### config.mk
export PLATFORM = sky130hd
export DESIGN_NAME = fpalu_sequencer_flat
export DESIGN_NICKNAME = d
export VERILOG_FILES = /design/src/rtl/fpalu_sequencer_if.sv /design/src/rtl/fpalu_sequencer.sv /design/src/flat_wrapper.sv
export SDC_FILE = /design/constraint.sdc
export NUM_CORES = 1
export LEC_CHECK = 0
export BUFFER_PORTS_ARGS = -buffer_cell sky130_fd_sc_hd__buf_4
export CORE_MARGIN = 2
export CORE_UTILIZATION = 30
export CTS_BUF_LIST = sky130_fd_sc_hd__clkbuf_16
export DETAILED_ROUTE_END_ITERATION = 8
export PLACE_DENSITY = 0.66
export SYNTH_ARGS = -nofsm -noshare
export SYNTH_HDL_FRONTEND = slang
export SYNTH_SLANG_ARGS = --single-unit
export TNS_END_PERCENT = 5
### constraint.sdc
create_clock -name iclock -period 4.1 [get_ports iclock]
set_clock_uncertainty 0.1 [all_clocks]
set_input_delay 0.82 -clock iclock [delete_from_list [all_inputs] [get_ports iclock]]
set_output_delay 0.82 -clock iclock [all_outputs]
set_load 0.1 [all_outputs]
### src/rtl/fpalu_sequencer_if.sv
// Issue/ALU bus between an FP-op requester, the external FP ALU and fpalu_sequencer.
// The slave modport is the sequencer's view; master is everything around it.
interface fpalu_sequencer_if;
  logic        istart;
  logic [3:0]  icontrol;
  logic [31:0] idataa, idatab;
  logic [2:0]  iccidx;
  logic [31:0] ialu_result;
  logic        ialu_nan, ialu_zero, ialu_overflow, ialu_underflow, ialu_comp;
  logic [31:0] oalu_dataa, oalu_datab;
  logic [3:0]  oalu_control;
  logic        obusy, odone;
  logic [31:0] oresult;
  logic        onan, ozero, ooverflow, ounderflow;
  logic        oflag_we, oflag;
  logic [2:0]  oflag_idx;

  modport slave (
    input  istart, icontrol, idataa, idatab, iccidx,
           ialu_result, ialu_nan, ialu_zero, ialu_overflow, ialu_underflow, ialu_comp,
    output oalu_dataa, oalu_datab, oalu_control, obusy, odone, oresult,
           onan, ozero, ooverflow, ounderflow, oflag_we, oflag, oflag_idx
  );

  modport master (
    output istart, icontrol, idataa, idatab, iccidx,
           ialu_result, ialu_nan, ialu_zero, ialu_overflow, ialu_underflow, ialu_comp,
    input  oalu_dataa, oalu_datab, oalu_control, obusy, odone, oresult,
           onan, ozero, ooverflow, ounderflow, oflag_we, oflag, oflag_idx
  );
endinterface

### src/rtl/fpalu_sequencer.sv
// Issues one FP ALU operation, waits its fixed per-opcode latency, then captures
// the result/flags and pulses done (plus a flag-bank write for compares).
module fpalu_sequencer (
  input  logic              iclock,
  input  logic              ireset,
  fpalu_sequencer_if.slave  bus
);
  localparam logic [3:0] OP_ADDS  = 4'd0;
  localparam logic [3:0] OP_SUBS  = 4'd1;
  localparam logic [3:0] OP_MULS  = 4'd2;
  localparam logic [3:0] OP_DIVS  = 4'd3;
  localparam logic [3:0] OP_SQRT  = 4'd4;
  localparam logic [3:0] OP_ABS   = 4'd5;
  localparam logic [3:0] OP_NEG   = 4'd6;
  localparam logic [3:0] OP_CVTSW = 4'd7;
  localparam logic [3:0] OP_CVTWS = 4'd8;
  localparam logic [3:0] OP_CEQ   = 4'd9;
  localparam logic [3:0] OP_CLT   = 4'd10;
  localparam logic [3:0] OP_CLE   = 4'd11;

  typedef enum logic [1:0] {IDLE, EXEC, DONE} state_t;

  state_t     state;
  logic [4:0] cnt;
  logic [2:0] idx_q;

  function automatic logic [4:0] lat_of(input logic [3:0] op);
    case (op)
      OP_ADDS, OP_SUBS:   lat_of = 5'd7;
      OP_MULS:            lat_of = 5'd5;
      OP_DIVS:            lat_of = 5'd6;
      OP_SQRT:            lat_of = 5'd16;
      OP_CVTSW, OP_CVTWS: lat_of = 5'd6;
      default:            lat_of = 5'd1;
    endcase
  endfunction

  always_ff @(posedge iclock) begin
    if (ireset) begin
      state            <= IDLE;
      cnt              <= '0;
      idx_q            <= '0;
      bus.oalu_dataa   <= '0;
      bus.oalu_datab   <= '0;
      bus.oalu_control <= '0;
      bus.obusy        <= 1'b0;
      bus.odone        <= 1'b0;
      bus.oresult      <= '0;
      bus.onan         <= 1'b0;
      bus.ozero        <= 1'b0;
      bus.ooverflow    <= 1'b0;
      bus.ounderflow   <= 1'b0;
      bus.oflag_we     <= 1'b0;
      bus.oflag        <= 1'b0;
      bus.oflag_idx    <= '0;
    end else begin
      bus.odone    <= 1'b0;
      bus.oflag_we <= 1'b0;
      case (state)
        IDLE: if (bus.istart) begin
          bus.oalu_dataa   <= bus.idataa;
          bus.oalu_datab   <= bus.idatab;
          bus.oalu_control <= bus.icontrol;
          idx_q            <= bus.iccidx;
          // Loaded with L-1 so the capture lands on edge A+L with the count at 0.
          cnt              <= lat_of(bus.icontrol) - 5'd1;
          bus.obusy        <= 1'b1;
          state            <= EXEC;
        end
        EXEC: if (cnt == 5'd0) begin
          bus.odone <= 1'b1;
          state     <= DONE;
          case (bus.oalu_control)
            OP_ADDS, OP_SUBS, OP_MULS, OP_DIVS, OP_SQRT, OP_ABS, OP_CVTWS: begin
              bus.oresult    <= bus.ialu_result;
              bus.onan       <= bus.ialu_nan;
              bus.ozero      <= bus.ialu_zero;
              bus.ooverflow  <= bus.ialu_overflow;
              bus.ounderflow <= bus.ialu_underflow;
            end
            OP_NEG, OP_CVTSW: begin
              // Only zero-ness is meaningful here; sign of zero is ignored.
              bus.oresult    <= bus.ialu_result;
              bus.onan       <= 1'b0;
              bus.ozero      <= (bus.ialu_result[30:0] == 31'd0);
              bus.ooverflow  <= 1'b0;
              bus.ounderflow <= 1'b0;
            end
            OP_CEQ, OP_CLT, OP_CLE: begin
              bus.oresult    <= '0;
              bus.onan       <= 1'b0;
              bus.ozero      <= 1'b0;
              bus.ooverflow  <= 1'b0;
              bus.ounderflow <= 1'b0;
              bus.oflag_we   <= 1'b1;
              bus.oflag      <= bus.ialu_comp;
              bus.oflag_idx  <= idx_q;
            end
            default: begin
              bus.oresult    <= '0;
              bus.onan       <= 1'b0;
              bus.ozero      <= 1'b0;
              bus.ooverflow  <= 1'b0;
              bus.ounderflow <= 1'b0;
            end
          endcase
        end else begin
          cnt <= cnt - 5'd1;
        end
        DONE: begin
          bus.obusy <= 1'b0;
          state     <= IDLE;
        end
        default: state <= IDLE;
      endcase
    end
  end
endmodule

### src/flat_wrapper.sv
// flat-port wrapper written by rule: the top's interface ports become plain ports
module fpalu_sequencer_flat 
  (iclock, ireset, bus_istart, bus_icontrol, bus_idataa, bus_idatab, bus_iccidx, bus_ialu_result, bus_ialu_nan, bus_ialu_zero, bus_ialu_overflow, bus_ialu_underflow, bus_ialu_comp, bus_oalu_dataa, bus_oalu_datab, bus_oalu_control, bus_obusy, bus_odone, bus_oresult, bus_onan, bus_ozero, bus_ooverflow, bus_ounderflow, bus_oflag_we, bus_oflag, bus_oflag_idx);
  fpalu_sequencer_if bus_i ();
  input  logic iclock;
  input  logic ireset;
  input wire logic [$bits(bus_i.istart)-1:0] bus_istart;
  input wire logic [$bits(bus_i.icontrol)-1:0] bus_icontrol;
  input wire logic [$bits(bus_i.idataa)-1:0] bus_idataa;
  input wire logic [$bits(bus_i.idatab)-1:0] bus_idatab;
  input wire logic [$bits(bus_i.iccidx)-1:0] bus_iccidx;
  input wire logic [$bits(bus_i.ialu_result)-1:0] bus_ialu_result;
  input wire logic [$bits(bus_i.ialu_nan)-1:0] bus_ialu_nan;
  input wire logic [$bits(bus_i.ialu_zero)-1:0] bus_ialu_zero;
  input wire logic [$bits(bus_i.ialu_overflow)-1:0] bus_ialu_overflow;
  input wire logic [$bits(bus_i.ialu_underflow)-1:0] bus_ialu_underflow;
  input wire logic [$bits(bus_i.ialu_comp)-1:0] bus_ialu_comp;
  output wire logic [$bits(bus_i.oalu_dataa)-1:0] bus_oalu_dataa;
  output wire logic [$bits(bus_i.oalu_datab)-1:0] bus_oalu_datab;
  output wire logic [$bits(bus_i.oalu_control)-1:0] bus_oalu_control;
  output wire logic [$bits(bus_i.obusy)-1:0] bus_obusy;
  output wire logic [$bits(bus_i.odone)-1:0] bus_odone;
  output wire logic [$bits(bus_i.oresult)-1:0] bus_oresult;
  output wire logic [$bits(bus_i.onan)-1:0] bus_onan;
  output wire logic [$bits(bus_i.ozero)-1:0] bus_ozero;
  output wire logic [$bits(bus_i.ooverflow)-1:0] bus_ooverflow;
  output wire logic [$bits(bus_i.ounderflow)-1:0] bus_ounderflow;
  output wire logic [$bits(bus_i.oflag_we)-1:0] bus_oflag_we;
  output wire logic [$bits(bus_i.oflag)-1:0] bus_oflag;
  output wire logic [$bits(bus_i.oflag_idx)-1:0] bus_oflag_idx;
  assign bus_i.istart = bus_istart;
  assign bus_i.icontrol = bus_icontrol;
  assign bus_i.idataa = bus_idataa;
  assign bus_i.idatab = bus_idatab;
  assign bus_i.iccidx = bus_iccidx;
  assign bus_i.ialu_result = bus_ialu_result;
  assign bus_i.ialu_nan = bus_ialu_nan;
  assign bus_i.ialu_zero = bus_ialu_zero;
  assign bus_i.ialu_overflow = bus_ialu_overflow;
  assign bus_i.ialu_underflow = bus_ialu_underflow;
  assign bus_i.ialu_comp = bus_ialu_comp;
  assign bus_oalu_dataa = bus_i.oalu_dataa;
  assign bus_oalu_datab = bus_i.oalu_datab;
  assign bus_oalu_control = bus_i.oalu_control;
  assign bus_obusy = bus_i.obusy;
  assign bus_odone = bus_i.odone;
  assign bus_oresult = bus_i.oresult;
  assign bus_onan = bus_i.onan;
  assign bus_ozero = bus_i.ozero;
  assign bus_ooverflow = bus_i.ooverflow;
  assign bus_ounderflow = bus_i.ounderflow;
  assign bus_oflag_we = bus_i.oflag_we;
  assign bus_oflag = bus_i.oflag;
  assign bus_oflag_idx = bus_i.oflag_idx;
  fpalu_sequencer u_core (.iclock(iclock), .ireset(ireset), .bus(bus_i));
endmodule
==> flow_results.org, run 1 <==
** Synth
- The largest total area in the synthesized netlist belongs to sky130_fd_sc_hd__dfxtp_1.
- Yosys mapped the design onto 47 distinct sky130hd cell types.
- Area of the mapped netlist :: 4470 um^2
- Yosys top cell area share :: 54.2%
- Synthesis produced a netlist whose cell count is 499.
- Commonest register cell after synthesis :: sky130_fd_sc_hd__dfxtp_1
- Count of warnings emitted by yosys :: 0
- The share of the Yosys chip area taken by registers is 54.2%.
- Top post-synthesis cells by count :: 152 x sky130_fd_sc_hd__nand2_1, 121 x sky130_fd_sc_hd__dfxtp_1, 80 x sky130_fd_sc_hd__a21oi_1
- Flop and latch count out of synthesis :: 121
- In this run, synthesis inferred 0 flip-flops with an integrated enable.
- Total nets after synthesis :: 611
- In the synthesized netlist the async set-or-reset flop fraction comes to 0%.
- Synth Area per Inst :: 8.96 um^2
- Count leader, synth :: sky130_fd_sc_hd__nand2_1
- In the post-synthesis netlist, the biggest area contributors are sky130_fd_sc_hd__dfxtp_1 54%, sky130_fd_sc_hd__nand2_1 13%, sky130_fd_sc_hd__a21oi_1 9.0%, sky130_fd_sc_hd__a22o_2 6.5%, sky130_fd_sc_hd__clkbuf_1 2.2%.

** Clocking
- In this run the deepest clock path goes through 2 buffers.
- TritonCTS clock tree :: built
- Once the clock tree was built, the resizer swapped 0 gates to a different size.
- Clk slew on worst S/H paths :: 0.05 ns
- In this run the clock root is driven by a sky130_fd_sc_hd__clkbuf_16.
- Worst-skew pair later-pin latency :: 0.40 ns
- The number of clock buffers added by TritonCTS is 17.
- The clock tree synthesis step divided the H-tree into 4 levels.
- Hold-fix buffers at CTS :: 0
- After clock tree synthesis, the setup repair step added 0 buffers.
- Clk sink count :: 121

** Final layout
- Post-Layout Cell Count :: 903
- Share of layout cells above drive strength 1 :: 40.8%
- For this run, the post-layout net count is 819.
- Area growth syn-to-layout :: 51.5%
- Antenna fix cells :: 0
- Cells fill 46.6% of the core in the end.

** STA
- Share of the clock period used by the worst path after layout :: 63.6%
- Fin. max-slew vios :: 0
- Number of endpoints with negative hold slack in the final report :: 0
- Headroom to the max-slew limit came out at 16.7%.
- Final Setup Violations :: 0
- For the pin with the worst max-slew slack, the measured transition is 1.25 ns.
- Post-route setup TNS :: 0 ns
- RSZ-0062 raised after global routing :: no
- Final-layout worst hold slack :: 0.356 ns
- Highest clock rate :: 0.383 GHz
- Period minus WS final :: 2.61 ns

** Die
- The initial utilization of the core area, before any placement, comes to 30.8%.
- Number of top-level design ports :: 222
- In this run the vertical extent of the chip is 126 um.
- The core region is 14500 um^2.
- Placement row count :: 44
- Die Width :: 126 um
- Die footprint :: 15900 um^2

** Global routing
- Number of antenna violations at the first check in global routing :: 0
- Maximum number of pins on one net before global-route repair :: 89
- After global routing the overflow that remains totals 0.
- In the global route stage, overall resource usage came out at 15.7%.
- Vias in the first global route :: 4028
- First-pass GRT wire length :: 20100 um

** Power and ir drop
- Leakage component of the power :: 3.05 nW
- Total power for the finished layout comes to 4.01 mW.
- VDD IR-drop max :: 0.000254 V
- In this run the power density over the cells is 592 nW/um^2.

** Flow run
- The tool flagged a number of max-cap violations equal to 0.

** Drt
- The first routing iteration left 160 violations.
- Detailed routing inserted a total of 4289 vias.
- Dividing the detail-routed via count by the number of cells gives 4.75.
- Final routed wire length divided by cell count :: 14.2 um
- The detail route stage leaves a number of antenna-violating nets equal to 0.
- The final layout contains routed wiring with a total length of 12900 um.
- Pre-Repair DR Iteration Count :: 6
- Drc violations :: 0

** Setup path
- Data required time at the worst endpoint :: 4.34 ns
- The worst setup path is captured at a flip-flop.
- Type of origin of the critical path :: flip-flop
- The worst setup path is of the reg -> reg kind.
- Cell depth of the worst flop-to-flop path :: 5
- Data arrives at the worst endpoint at 2.85 ns.
- Critical Path Fanout Max :: 32

** Placement
- The HPWL after detailed placement is 9190 um.
- Number of port buffers :: 221
- Placed Instances :: 872
- At the end of routability-driven placement, the weighted congestion stood at 0.894.

** Hold path
- The path class of the tightest hold or removal check is reg -> reg.
- Number of instances on the worst hold path :: 2

** Outcome
- The flow ran to the end, and the final reports show no timing, DRC or antenna violations.
==> state kept, by name, summed over array words and instances, names as in the netlist, 2 cells and up <==
| register | cells |
|---|---|
| u_core.bus.oalu_control | 4 |
| u_core.bus.oalu_dataa | 32 |
| u_core.bus.oalu_datab | 32 |
| u_core.bus.oflag_idx | 3 |
| u_core.bus.oresult | 32 |
| u_core.cnt | 5 |
| u_core.idx_q | 3 |
| u_core.state | 2 |
==> cell usage in the layout, fill, tap and decap left out, types with 5 or more instances in the layout <==
master	instances
sky130_fd_sc_hd__buf_4	224
sky130_fd_sc_hd__nor2_1	9
sky130_fd_sc_hd__nand2_1	152
sky130_fd_sc_hd__a22o_2	29
sky130_fd_sc_hd__nand3_1	6
sky130_fd_sc_hd__o21ai_0	7
sky130_fd_sc_hd__a21oi_1	80
sky130_fd_sc_hd__nor4_1	8
sky130_fd_sc_hd__dfxtp_1	121
sky130_fd_sc_hd__clkbuf_16	17
sky130_fd_sc_hd__inv_1	7
sky130_fd_sc_hd__mux2i_1	5
==> cells by family (layout without fill, tap and decap cells) <==
logic type | after synthesis | in the layout | synth area share (%)
adder cells (fa/ha/maj) | 1 | 1 | 0.280
multiplexers | 5 | 5 | 1.12
AND/OR/NAND/NOR | 197 | 197 | 19.5
AO/OA/AOI/OAI | 134 | 134 | 20.1
buffers and inverters | 40 | 260 | 4.62
flip-flops | 121 | 121 | 54.2
XOR/XNOR | 1 | 1 | 0.196
==> metal layers <==
| metal | track usage [%] | vias to the layer above | part of all wire, % |
|---|---|---|---|
| met1 | 18.7 | 1960 | 42 |
| met5 | 0 | - | 0 |
| met3 | 5.10 | 20 | 8.3 |
| met2 | 25.8 | 181 | 48 |
| li1 | - | 2128 | - |
| met4 | 7.43 | 0 | 2.0 |
==> worst paths after layout <==
path                                       from                endpoint  slack [ns]
worst max register to register    u_core.cnt[2]  u_core.bus.oresult[25]        1.49
worst max-delay path              u_core.cnt[2]  u_core.bus.oresult[25]        1.49
worst min-delay path            u_core.idx_q[1]         u_core.idx_q[1]        0.36
worst min register to register  u_core.idx_q[1]         u_core.idx_q[1]        0.36
==> report_power, final <==
part / switching, mW / internal [mW]
Clock: 0.505 / 0.932
Sequential: 0.0684 / 1.28
Combinational: 0.924 / 0.296
Total: 1.50 / 2.51
==> cell type report <==
class / count / area [um^2]
fillers: 1384 / 7760
flip-flops and latches: 121 / 2420
multi-input cells: 338 / 1850
repair buffers: 224 / 1680
clock buffers: 17 / 425
well taps: 184 / 230
clock inverters: 14 / 140
inverters: 5 / 18.8
==> metrics by stage <==
step	setup slack [ns]	cell area, um^2
final	1.49	6770
after global routing	1.40	6770
after CTS	1.51	6770
after detailed placement	1.37	6210
after global placement	1.40	6210
after floorplan	1.55	4470
==> critical path, stage by stage, from the launching register on <==
cell and delay, ns:
sky130_fd_sc_hd__dfxtp_1 0.34, sky130_fd_sc_hd__or4_4 0.58, sky130_fd_sc_hd__nor2_8 0.12, sky130_fd_sc_hd__nand2_4 0.10, sky130_fd_sc_hd__a211oi_4 1.01, sky130_fd_sc_hd__a22o_2 0.29
No activity file was read; power rests on OpenSTA's default activity.
==> run 2: changes to the inputs <==
Clock period 4.1 ns to 2.6 ns, I/O delays scaled along.
==> run 2 against run 1 <==
  * Critical path depth decreased by 1
  * Sequential share of layout area decreased by 0.48 points
  * Final area increased by 1.3%
  * Die area unchanged
  * Sequential power increased by 58%
  * Worst setup slack got worse by 1.1 ns
  * Via count increased by 1.7%
  * Clock power increased by 67%
  * Utilization increased by 0.63 points
  * Cell count increased by 0.66%
  * Largest cell class unchanged
  * Largest power group unchanged
==> flow_results.org, run 2 (synthesized netlist as in run 1, its figures left out) <==
** Die
- The placeable core region is 14500 um^2 (unchanged).
- Die Width :: 126 um (unchanged)
- The row count was 44 (unchanged).
- Number of top-level design ports :: 222 (unchanged)
- Initial core utilization :: 30.8% (unchanged)
- The die extent in y was 126 um (unchanged).
- The die area is 15900 um^2 (unchanged).

** Power and ir drop
- Leakage component of the power :: 3.09 nW (+1.4%)
- Power Density :: 945 nW/um^2 (+60%)
- The worst supply voltage drop on vdd came to 0.000743 V (+190%).

** Final layout
- Final nets :: 824 (+0.61%)
- Most common library cell in the layout ignoring fill and taps :: sky130_fd_sc_hd__buf_4
- The layout filler cell count is 1379 (-0.36%).
- The largest registers in the layout are u_core.bus.oalu_dataa: 32 flops, u_core.bus.oalu_datab: 32 flops, u_core.bus.oresult: 32 flops.
- The antenna diode instance count came to 0 (unchanged).
- Footprint of the multi-input gates :: 1850 um^2 (unchanged)
- Storage element area :: 2420 um^2 (unchanged)
- Relative to the synthesized area, the layout overhead comes to 53.5%.
- Top library cells by usage in the layout, fill and taps aside :: 228 x sky130_fd_sc_hd__buf_4, 152 x sky130_fd_sc_hd__nand2_1, 121 x sky130_fd_sc_hd__dfxtp_1
- The post-route cell area came to 6860 um^2 (+1.3%).
- The fraction of final layout cells with drive strength greater than 1 was 41.7% (+0.90 points).

** Global routing
- Maximum number of pins on one net before global-route repair :: 73 (-18%)
- Overall global routing resource usage :: 16.3% (+0.53 points)
- Number of antenna violations at the first check in global routing :: 0 (unchanged)
- Vias in the first global route :: 4233 (+5.1%)
- First-pass GRT wire length :: 20700 um (+3.0%)
- The total congestion overflow after global routing was 0 (unchanged).

** Drt
- The final routed wirelength across all metal layers came to 13200 um (+2.5%).
- Post-detailed-route via-to-cell ratio :: 4.80 (+1.0%)
- 1st-iter DRT viols :: 149 (-6.9%)
- The per-cell routed wire length came to 14.5 um (+1.8%).
- The count of TritonRoute iterations in the first routing pass came to 4 (-2).
- The post-detailed-route count of antenna-violating nets is 0 (unchanged).
- The count of unresolved DRC violations after routing came to 0 (unchanged).
- Total via count in the routed design :: 4361 (+1.7%)

** Clocking
- The total CTS buffers is 17 (unchanged).
- Clk sink count :: 121 (unchanged)
- The later-pin clock latency in the skew report was 0.41 ns (about the same).
- The number of H-tree levels came to 4 (unchanged).
- Root buffer cell :: sky130_fd_sc_hd__clkbuf_16
- The count of buffers added by post-CTS timing repair for setup is 0 (unchanged).
- Clk slew on worst S/H paths :: 0.06 ns (about the same)
- The post-cts sizing count was 0 (unchanged).
- Number of buffers between clock root and the deepest sink :: 2 (unchanged)
- TritonCTS clock tree :: built
- The cts-stage hold buffer count came to 0 (unchanged).

** STA
- RSZ-0062 raised after global routing :: no
- Final-layout worst hold slack :: 0.230 ns (-0.126 ns)
- The slew at the pin closest to its max-slew limit is 1.27 ns (+0.0241 ns).
- The final clock period utilization by the worst path was 83.8% (+20 points).
- The achievable clock frequency was 0.459 GHz (+20%).
- Final Setup Violations :: 0 (unchanged)
- Fin. max-slew vios :: 0 (unchanged)
- Number of endpoints with negative hold slack in the final report :: 0 (unchanged)
- The summed negative setup slack over all endpoints is 0 ns (unchanged).
- Worst slew margin :: 15.3% (-1.4 points)
- The smallest setup slack after layout is 0.422 ns (-1.07 ns).
- Period minus WS final :: 2.18 ns (-0.431 ns)

** Setup path
- The largest stage delay on the critical path came to 0.97 ns (-0.04 ns).
- Slowest stage cell on the critical path :: sky130_fd_sc_hd__nor2_2
- The reg2reg setup slack is 0.42 ns (-1.07 ns).
- The worst setup path is captured at a flip-flop.
- The worst setup path is of the reg -> reg kind.
- Crit path DAT :: 2.42 ns (-0.43 ns)
- Data required time at the worst endpoint :: 2.85 ns (-1.49 ns)
- The cell family contributing the most delay on the critical path is simple AND/OR/NAND/NOR gates.
- Buffers & Inverters on Critical Path :: 0 (unchanged)
- Worst path cell trace :: nand2b_1 -> nor3_4 -> nor2_2 -> a22o_2
- Type of origin of the critical path :: flip-flop
- Critical Path Fanout Max :: 32 (unchanged)

** Placement
- Standard cell area after detailed placement :: 6260 um^2 (+0.81%)
- The count of buffers inserted at the top-level ports is 221 (unchanged).
- Final GP Congestion :: 0.916 (+2.5%)
- Worst slack at placement :: 0.264 ns (-1.11 ns)
- Detailed-placement wirelength estimate :: 9500 um (+3.4%)

** Outcome
- The run finished with clean final reports.

** Flow run
- Max-capacitance violation count :: 0 (unchanged)

** Hold path
- The path class of the tightest hold or removal check is in -> reg.
==> run 2: changes by cell type in the layout (fill, tap and decap cells not counted), sizes merged <==
cell and change:
bufinv +1, clkinv +1, inv -1, buf +5
==> run 2: metrics by stage <==
step | std cells | total power [mW] | util (%)
after CTS | 909 | 6.56 | 47.2
final | 909 | 6.49 | 47.2
after global routing | 909 | 6.77 | 47.2
after detailed placement | 877 | 4.12 | 43.1
after floorplan | 499 | 3.64 | -
after global placement | 877 | 4.10 | 43.1
==> run 2: report_power, final <==
group	internal [mW]	switching, mW	total, mW
Sequential	2.02	0.104	2.13
Clock	1.59	0.823	2.41
Combinational	0.480	1.47	1.95
==> run 2: worst reg2reg max path: cells and delay by family (launching register included) <==
kind	cells	cell delay, ns
compound gates	1	0.33
flops	1	0.42
simple gates	3	1.27
==> run 2: layout make-up <==
type | count | area share (%)
multi-input cells | 338 | 27.0
inverters | 5 | 0.273
clock buffers | 17 | 6.20
clock inverters | 15 | 2.64
repair buffers | 229 | 25.2
well taps | 184 | 3.35
flip-flops and latches | 121 | 35.3
==> run 2: worst paths after layout <==
path / from / to / cells past startpoint
worst min register to register: u_core.idx_q[1] / u_core.idx_q[1] / 2
worst max register to register: u_core.state[1] / u_core.bus.oresult[4] / 4
worst max-delay path: u_core.state[1] / u_core.bus.oresult[4] / 4
worst min-delay path: bus_ialu_result[31] / u_core.bus.oresult[31] / 2
==> run 2: metal layers <==
layer | vias up | track usage (%) | routed length (um)
li1 | 2140 | - | -
met1 | 2013 | 18.4 | 5290
met2 | 188 | 27.4 | 6460
met3 | 20 | 6.50 | 1150
met4 | 0 | 6.59 | 281
met5 | - | 0 | 0
